### src/rtl/demux1to8_buf.sv
// rtl/demux1to8_buf.sv - 1-to-8 demultiplexer with a one-entry holding register per channel
module demux1to8_buf #(
  parameter int WIDTH = 32
) (
  input  logic               clk,
  input  logic               reset,
  input  logic               flush,
  input  logic               in_valid,
  output logic               in_ready,
  input  logic [2:0]         in_sel,
  input  logic [WIDTH-1:0]   in_data,
  output logic [7:0]         out_valid,
  input  logic [7:0]         out_ready,
  output logic [8*WIDTH-1:0] out_data,
  output logic [3:0]         busy_count
);

  logic [7:0]       valid_q;
  logic [7:0]       valid_d;
  logic [7:0]       push;
  logic [7:0]       pop;
  logic [WIDTH-1:0] data_q [8];
  logic             accept;
  logic [3:0]       count_d;

  // Input handshake; a full channel still accepts when its consumer pops in the same cycle
  always_comb begin
    in_ready = ~reset & ~flush & (~valid_q[in_sel] | out_ready[in_sel]);
    accept   = in_valid & in_ready;
  end

  // Per-channel push/pop decode and next occupancy (flush > push > pop > hold)
  always_comb begin
    push    = '0;
    pop     = '0;
    valid_d = valid_q;
    count_d = '0;
    for (int i = 0; i < 8; i++) begin
      pop[i]  = valid_q[i] & out_ready[i];
      push[i] = accept & (in_sel == 3'(i));
      if (flush) begin
        valid_d[i] = 1'b0;
      end else if (push[i]) begin
        valid_d[i] = 1'b1;
      end else if (pop[i]) begin
        valid_d[i] = 1'b0;
      end
      count_d = count_d + {3'b000, valid_d[i]};
    end
  end

  // Channel state; busy_count is registered from the next occupancy so it tracks out_valid
  always_ff @(posedge clk or posedge reset) begin
    if (reset) begin
      valid_q    <= '0;
      busy_count <= '0;
      for (int i = 0; i < 8; i++) begin
        data_q[i] <= '0;
      end
    end else begin
      valid_q    <= valid_d;
      busy_count <= count_d;
      for (int i = 0; i < 8; i++) begin
        if (push[i]) begin
          data_q[i] <= in_data;
        end
      end
    end
  end

  // Outputs come straight from the holding registers
  always_comb begin
    out_valid = valid_q;
    out_data  = '0;
    for (int i = 0; i < 8; i++) begin
      out_data[i*WIDTH +: WIDTH] = data_q[i];
    end
  end

endmodule

### config.mk
export PLATFORM = sky130hd
export DESIGN_NAME = demux1to8_buf
export DESIGN_NICKNAME = d
export VERILOG_FILES = /design/src/rtl/demux1to8_buf.sv
export SDC_FILE = /design/constraint.sdc
export NUM_CORES = 1
export LEC_CHECK = 0
export ABC_AREA = 1
export BUFFER_PORTS_ARGS = -buffer_cell sky130_fd_sc_hd__buf_2
export CORE_MARGIN = 2
export CORE_UTILIZATION = 43
export CTS_CLUSTER_SIZE = 25
export DETAILED_ROUTE_END_ITERATION = 10
export PLACE_DENSITY = 0.79
export REMOVE_ABC_BUFFERS = 1
export SYNTH_ARGS = -nofsm -noshare
export SYNTH_HDL_FRONTEND = slang
export SYNTH_SLANG_ARGS = --single-unit
export TNS_END_PERCENT = 20
### constraint.sdc
create_clock -name clk -period 10.2 [get_ports clk]
set_input_delay 0.51 -clock clk [delete_from_list [all_inputs] [get_ports clk]]
set_output_delay 0.51 -clock clk [all_outputs]
set_load 0.1 [all_outputs]
* Yosys cells after proc, flatten, opt, wreduce, memory -nomap -nowiden *
Cells that the tools add are included.

word-level totals
  register bits after elaboration = 268
  bits of input ports = 47
  word-level logic and storage cells = 77
  output and inout port bits = 269

cells by class
  magnitude comparators = 1
  equal/unequal tests = 7
  muxes and demuxes = 28
  add/subtract/negate cells = 7
  reductions and logical operators = 1
  bitwise logic cells = 23

operators with widths
  operator            count
  $mux 1              26
  $and 1x1->1         19
  $add 4x1->4         4
  $eq 3x3->1 const B  4
  $bmux 1 s3          2
  $eq 3x2->1 const B  2
  $add 3x1->4         1
  $lt 3x4->1 const B  1
  $add 2x1->3         1
  $eq 3x1->1 const B  1
  $logic_not 3->1     1
  $not 1->1           3
  $add 1x1->2         1
  $or 1x1->1          1

* Logic depth before layout (Yosys ltp) *
  depth after elaboration = 16
  depth in mapped cells = 19
  depth with buffers taken out = 17

* Worst setup path after synthesis *
Ideal clock, no wire load.

  path type = reg2reg
  from = register valid_q[3], in the netlist out_valid[3]
  to = register busy_count[2]
  data arrival time = 4.063 ns
  clock period less this slack = 4.186 ns
  path buffers = 1
  library setup time = 0.123 ns
  required time = 10.077 ns
  cell stages (with the launch flop) = 18
  slack = 6.014 ns
  path through = dfrtp_1 nand2_1 nand2_1 nand2_1 nand2_1 a21oi_4 nand4_2 buf_2 nand2_1 nand2_1 fa_1 fa_1 fa_1 inv_1 ha_1 inv_1 fa_1 xnor2_1

on the way
  word-level cells in the longest chain between the ends = 16
  elaborated cells between the ends (all ways) = 39
  classes of those cells = 7 x add/sub; 19 x mux; 13 x bitwise

ends and longest elaborated chain
  item                          line  source
  start, declared               18    logic [7:0] valid_q;
  start signal, assigned        61    valid_q <= valid_d;
  $bmux 1 s3                    28    in_ready = ~reset & ~flush & (~valid_q[in_sel] | out_ready[in_sel]);
  $mux 1 (not written as such)  28
  $not 1->1                     28
  $or 1x1->1                    28
  $and 1x1->1                   28
  $and 1x1->1                   29    accept = in_valid & in_ready;
  $and 1x1->1                   40    push[i] = accept & (in_sel == 3'(i));
  $mux 1                        43    end else if (push[i]) begin
  $mux 1                        41    if (flush) begin
  $add 1x1->2                   48    count_d = count_d + {3'b000, valid_d[i]};
  $add 2x1->3                   48
  $add 3x1->4                   48
  $add 4x1->4 (3 in series)     48
  $add 4x1->4 (*)               48
  net count_d[2]                24    logic [3:0] count_d;
  end signal, assigned          62    busy_count <= count_d;
  end, declared                 15    output logic [3:0] busy_count

The timed path passes the listed nets; every way through them passes the cells marked *. The select of a mux whose other input is x is not followed.
A chain may end at the register's enable or synchronous reset.

* Worst setup path after layout *
  from = input port in_sel[0]
  to = register busy_count[2]

on the way
  word-level cells in the longest chain between the ends = 16
  elaborated cells between the ends (all ways) = 47
  classes of those cells = 7 x add/sub; 7 x eq/ne; 20 x mux; 12 x bitwise; 1 x reduce/logical

ends and longest elaborated chain
  item                          line  source
  start, declared               10    input logic [2:0] in_sel,
  $bmux 1 s3                    28
  $mux 1 (not written as such)  28
  $not 1->1                     28
  $or 1x1->1                    28
  $and 1x1->1                   28
  $and 1x1->1                   29
  $and 1x1->1                   40
  $mux 1                        43
  $mux 1                        41
  $add 1x1->2                   48
  $add 2x1->3                   48
  $add 3x1->4                   48
  $add 4x1->4 (3 in series)     48
  $add 4x1->4 (*)               48
  net count_d[2]                24

Marks and branches as above.

==> impl_metrics.py <==
metrics = {
    "sta": {
        "maxSlewViolCount": 0,
        "setup_repair_after_global_routing_missed_its_margin": "false",
        "finalHoldWorstSlack_ns": 0.190,
        "max_freq_ghz": 0.196,
        "final.setup_skew_ns": 0.00647,
        "finalSetupViolations": 0,
        "final_period_minus_worst_setup_slack_ns": 5.10,
        "worstMarginPinSlew_ns": 1.21,
        "finalHoldViolCount": 0,
        "finalCritPeriodShare_pct": 50.0,
        "maxSlewHeadroom_pct": 18.9,
        "fin_setup_tns_ns": 0,
        "timing.final.ws_setup_ns": 5.10,
    },
    "placed_design": {
        "dp_slack_ns": 4.62,
        "dp.final_hpwl_um": 21900,
        "gp_congestion": 0.890,
        "number_of_buffer_cells_added_on_primary_ports": 315,
    },
    "clock_tree": {
        "cts_setup_buffers": 0,
        "clk_transition_reported_paths_ns": 0.07,
        "clockRootBuffer": "sky130_fd_sc_hd__clkbuf_16",
        "worstSkewPairLatency_ns": 0.53,
        "cts-htree-levels": 1,
        "cts_tree": "yes",
        "cts_buffers": 28,
        "post_cts_resized": 0,
        "numClockSinks": 268,
        "clock_tree.buffer_depth": 3,
        "post_cts_hold_buffer_count": 0,
    },
    "floorplan": {
        "dieHeight_um": 168,
        "start_util_pct": 43.9,
        "core_um2": 26200,
        "die_width_um": 168,
        "die-area_um2": 28100,
        "floorplan.rows": 59,
        "ios": 316,
    },
    "outcome": {
        "run_status": "completed",
    },
    "global_route": {
        "grt_pass1_wl_um": 57600,
        "pin_count_of_the_biggest_net_entering_global_routing": 154,
        "grt_pass1_vias": 10100,
        "gr-total-overflow": 0,
        "antenna_found_initial": 0,
        "groute.usage.overall_pct": 25.6,
    },
    "power_and_ir_drop": {
        "total_power_mw": 4.40,
        "peakVddDrop_mv": 0.188,
        "power_density_nw_per_um2": 313,
        "cellLeakagePower_nw": 8.00,
    },
    "worst_setup_path": {
        "critical_path.max_fanout": 34,
        "startpoint_type": "primary input",
        "required_ns": 10.62,
        "worst-endpoint-arrival_ns": 5.52,
        "cpMostUsedCell": "sky130_fd_sc_hd__fa_1",
        "path_cells": "buf_2 > nor2_1 > inv_1 > nor2_4 > nand4_2 > nand2_1 > nand2_1 > fa_1 > fa_1 > fa_1 > inv_1 > ha_1 > inv_1 > fa_1 > xnor2_1",
        "crit_path_top_delay_cell": "sky130_fd_sc_hd__nand4_2",
        "timing.setup.critical_path_class": "primary input to register",
        "critical_path.endpoint_type": "register",
        "critical-path-max-stage-delay_ns": 1.06,
    },
    "route": {
        "post_drt_wl_per_cell_um": 19.6,
        "post-route-drc-count": 0,
        "post_drt_antenna_nets": 0,
        "detail_route.iter0.violations": 1237,
        "vias_per_cell": 5.67,
        "detailroute.via_count": 10600,
        "dr.pass1.iters": 6,
        "wirelength_um": 36700,
    },
    "layout": {
        "final_core_utilization_pct": 53.6,
        "num-nets-final": 1565,
        "commonest_non_fill_non_tap_cell_in_the_layout": "sky130_fd_sc_hd__nand2_1",
        "layout-drive-gt1-share_pct": 25.9,
        "mostFrequentLayoutCells": "sky130_fd_sc_hd__nand2_1 (556), sky130_fd_sc_hd__buf_2 (314), sky130_fd_sc_hd__dfrtp_1 (268), sky130_fd_sc_hd__nand4_1 (256), sky130_fd_sc_hd__clkbuf_16 (29)",
        "area_growth_syn_to_layout_pct": 22.1,
        "num-fill-cells": 2356,
    },
    "min_path": {
        "min-delay-path-class": "primary input to asynchronous set/reset pin",
    },
    "yosys": {
        "yosys_register_bits": 268,
        "synth.yosys.warnings": 0,
        "synthDistinctLibCells": 22,
        "syn_area_um2": 11500,
        "postSynthCellCount": 1296,
        "syn_area_per_cell_um2": 8.88,
        "sequential_fraction_of_the_synthesis_area_pct": 58.3,
    },
    "run": {
        "maxCapViolations": 0,
    },
}
synthesized netlist by cell type:
cell type,n,share of area [%]
sky130_fd_sc_hd__nand4_2,8,0.87
sky130_fd_sc_hd__xnor2_1,1,0.076
sky130_fd_sc_hd__fa_1,4,0.70
sky130_fd_sc_hd__clkbuf_1,67,2.2
sky130_fd_sc_hd__a21oi_4,1,0.14
sky130_fd_sc_hd__clkinv_1,1,0.033
sky130_fd_sc_hd__nand2_1,556,18
sky130_fd_sc_hd__nand2_4,1,0.098
sky130_fd_sc_hd__nor2_1,14,0.46
sky130_fd_sc_hd__nor2_2,1,0.054
sky130_fd_sc_hd__buf_1,5,0.16
sky130_fd_sc_hd__inv_2,3,0.098
sky130_fd_sc_hd__or2_2,1,0.054
sky130_fd_sc_hd__inv_1,21,0.68
sky130_fd_sc_hd__ha_1,3,0.33
sky130_fd_sc_hd__a21oi_1,9,0.39
sky130_fd_sc_hd__buf_2,36,1.6
sky130_fd_sc_hd__dfrtp_1,268,58
sky130_fd_sc_hd__nor2_4,1,0.098
sky130_fd_sc_hd__nand4_1,256,14
sky130_fd_sc_hd__clkbuf_2,32,1.4
sky130_fd_sc_hd__nand3_1,7,0.30
cell type report:
class | count | area [um2] | share of cell area, %
Tap cell | 335 | 419 | 2.98
Multi-Input combinational cell | 863 | 4160 | 29.6
Clock buffer | 39 | 813 | 5.79
Antenna cell | 1 | 2.50 | 0.0178
Clock inverter | 13 | 178 | 1.26
Sequential cell | 268 | 6710 | 47.7
Inverter | 25 | 101 | 0.721
Timing Repair Buffer | 325 | 1670 | 11.9
per-stage QoR:
stage	cells	area, um2
final	1869	14100
after global routing	1868	14000
after CTS	1868	14000
after detailed placement	1816	13100
after global placement	1816	13100
after floorplan	1156	10900
kinds of logic (layout without fill, tap and decap cells):
logic type	Yosys count	count (layout)	share of synthesized area (%)
xor gates and xnor gates	1	1	0.0761
and+or+nand+nor	845	845	34.0
DFF	268	268	58.3
AOI/OAI and AO/OA	10	10	0.533
other	0	1	0
adders and majority gates	7	7	1.02
buffers and inverters	165	402	6.12
worst max-delay path: cells and delay by family:
| kind | cells | cell delay, ns |
|---|---|---|
| xor+xnor | 1 | 0.13 |
| buf+inv | 4 | 0.45 |
| fa+ha+maj | 5 | 1.96 |
| simple gates | 5 | 2.47 |
metal layers:
metal / routed length, um / vias up / global-route usage, %
li1: - / 4778 / -
met1: 15000 / 5167 / 35.1
met2: 17000 / 565 / 40.5
met3: 3680 / 80 / 6.62
met4: 1040 / 0 / 7.37
met5: 0 / - / 0
path summary, 6_finish.rpt:
path	cells past startpoint	to	slack (ns)	startpoint
min in group clk	2	out_valid[7]	0.28	flush
min reg2reg	2	out_data[174]	0.47	out_data[174]
max in group asynchronous	3	out_data[182]	8.50	reset
max	15	busy_count[2]	5.10	in_sel[0]
max reg2reg	16	busy_count[2]	5.44	out_valid[3]
min	2	out_data[235]	0.19	reset
state kept, by name, summed over array words and instances, names as in the netlist:
signal / cells
out_data: 256
out_valid: 8
busy_count: 4
power by group:
part	total [mW]	internal [mW]	switching, mW
sequential	1.36	1.25	0.110
clock	1.08	0.659	0.425
combinational	1.96	0.224	1.73
total	4.40	2.14	2.27
(Power assumes the default switching activity.)
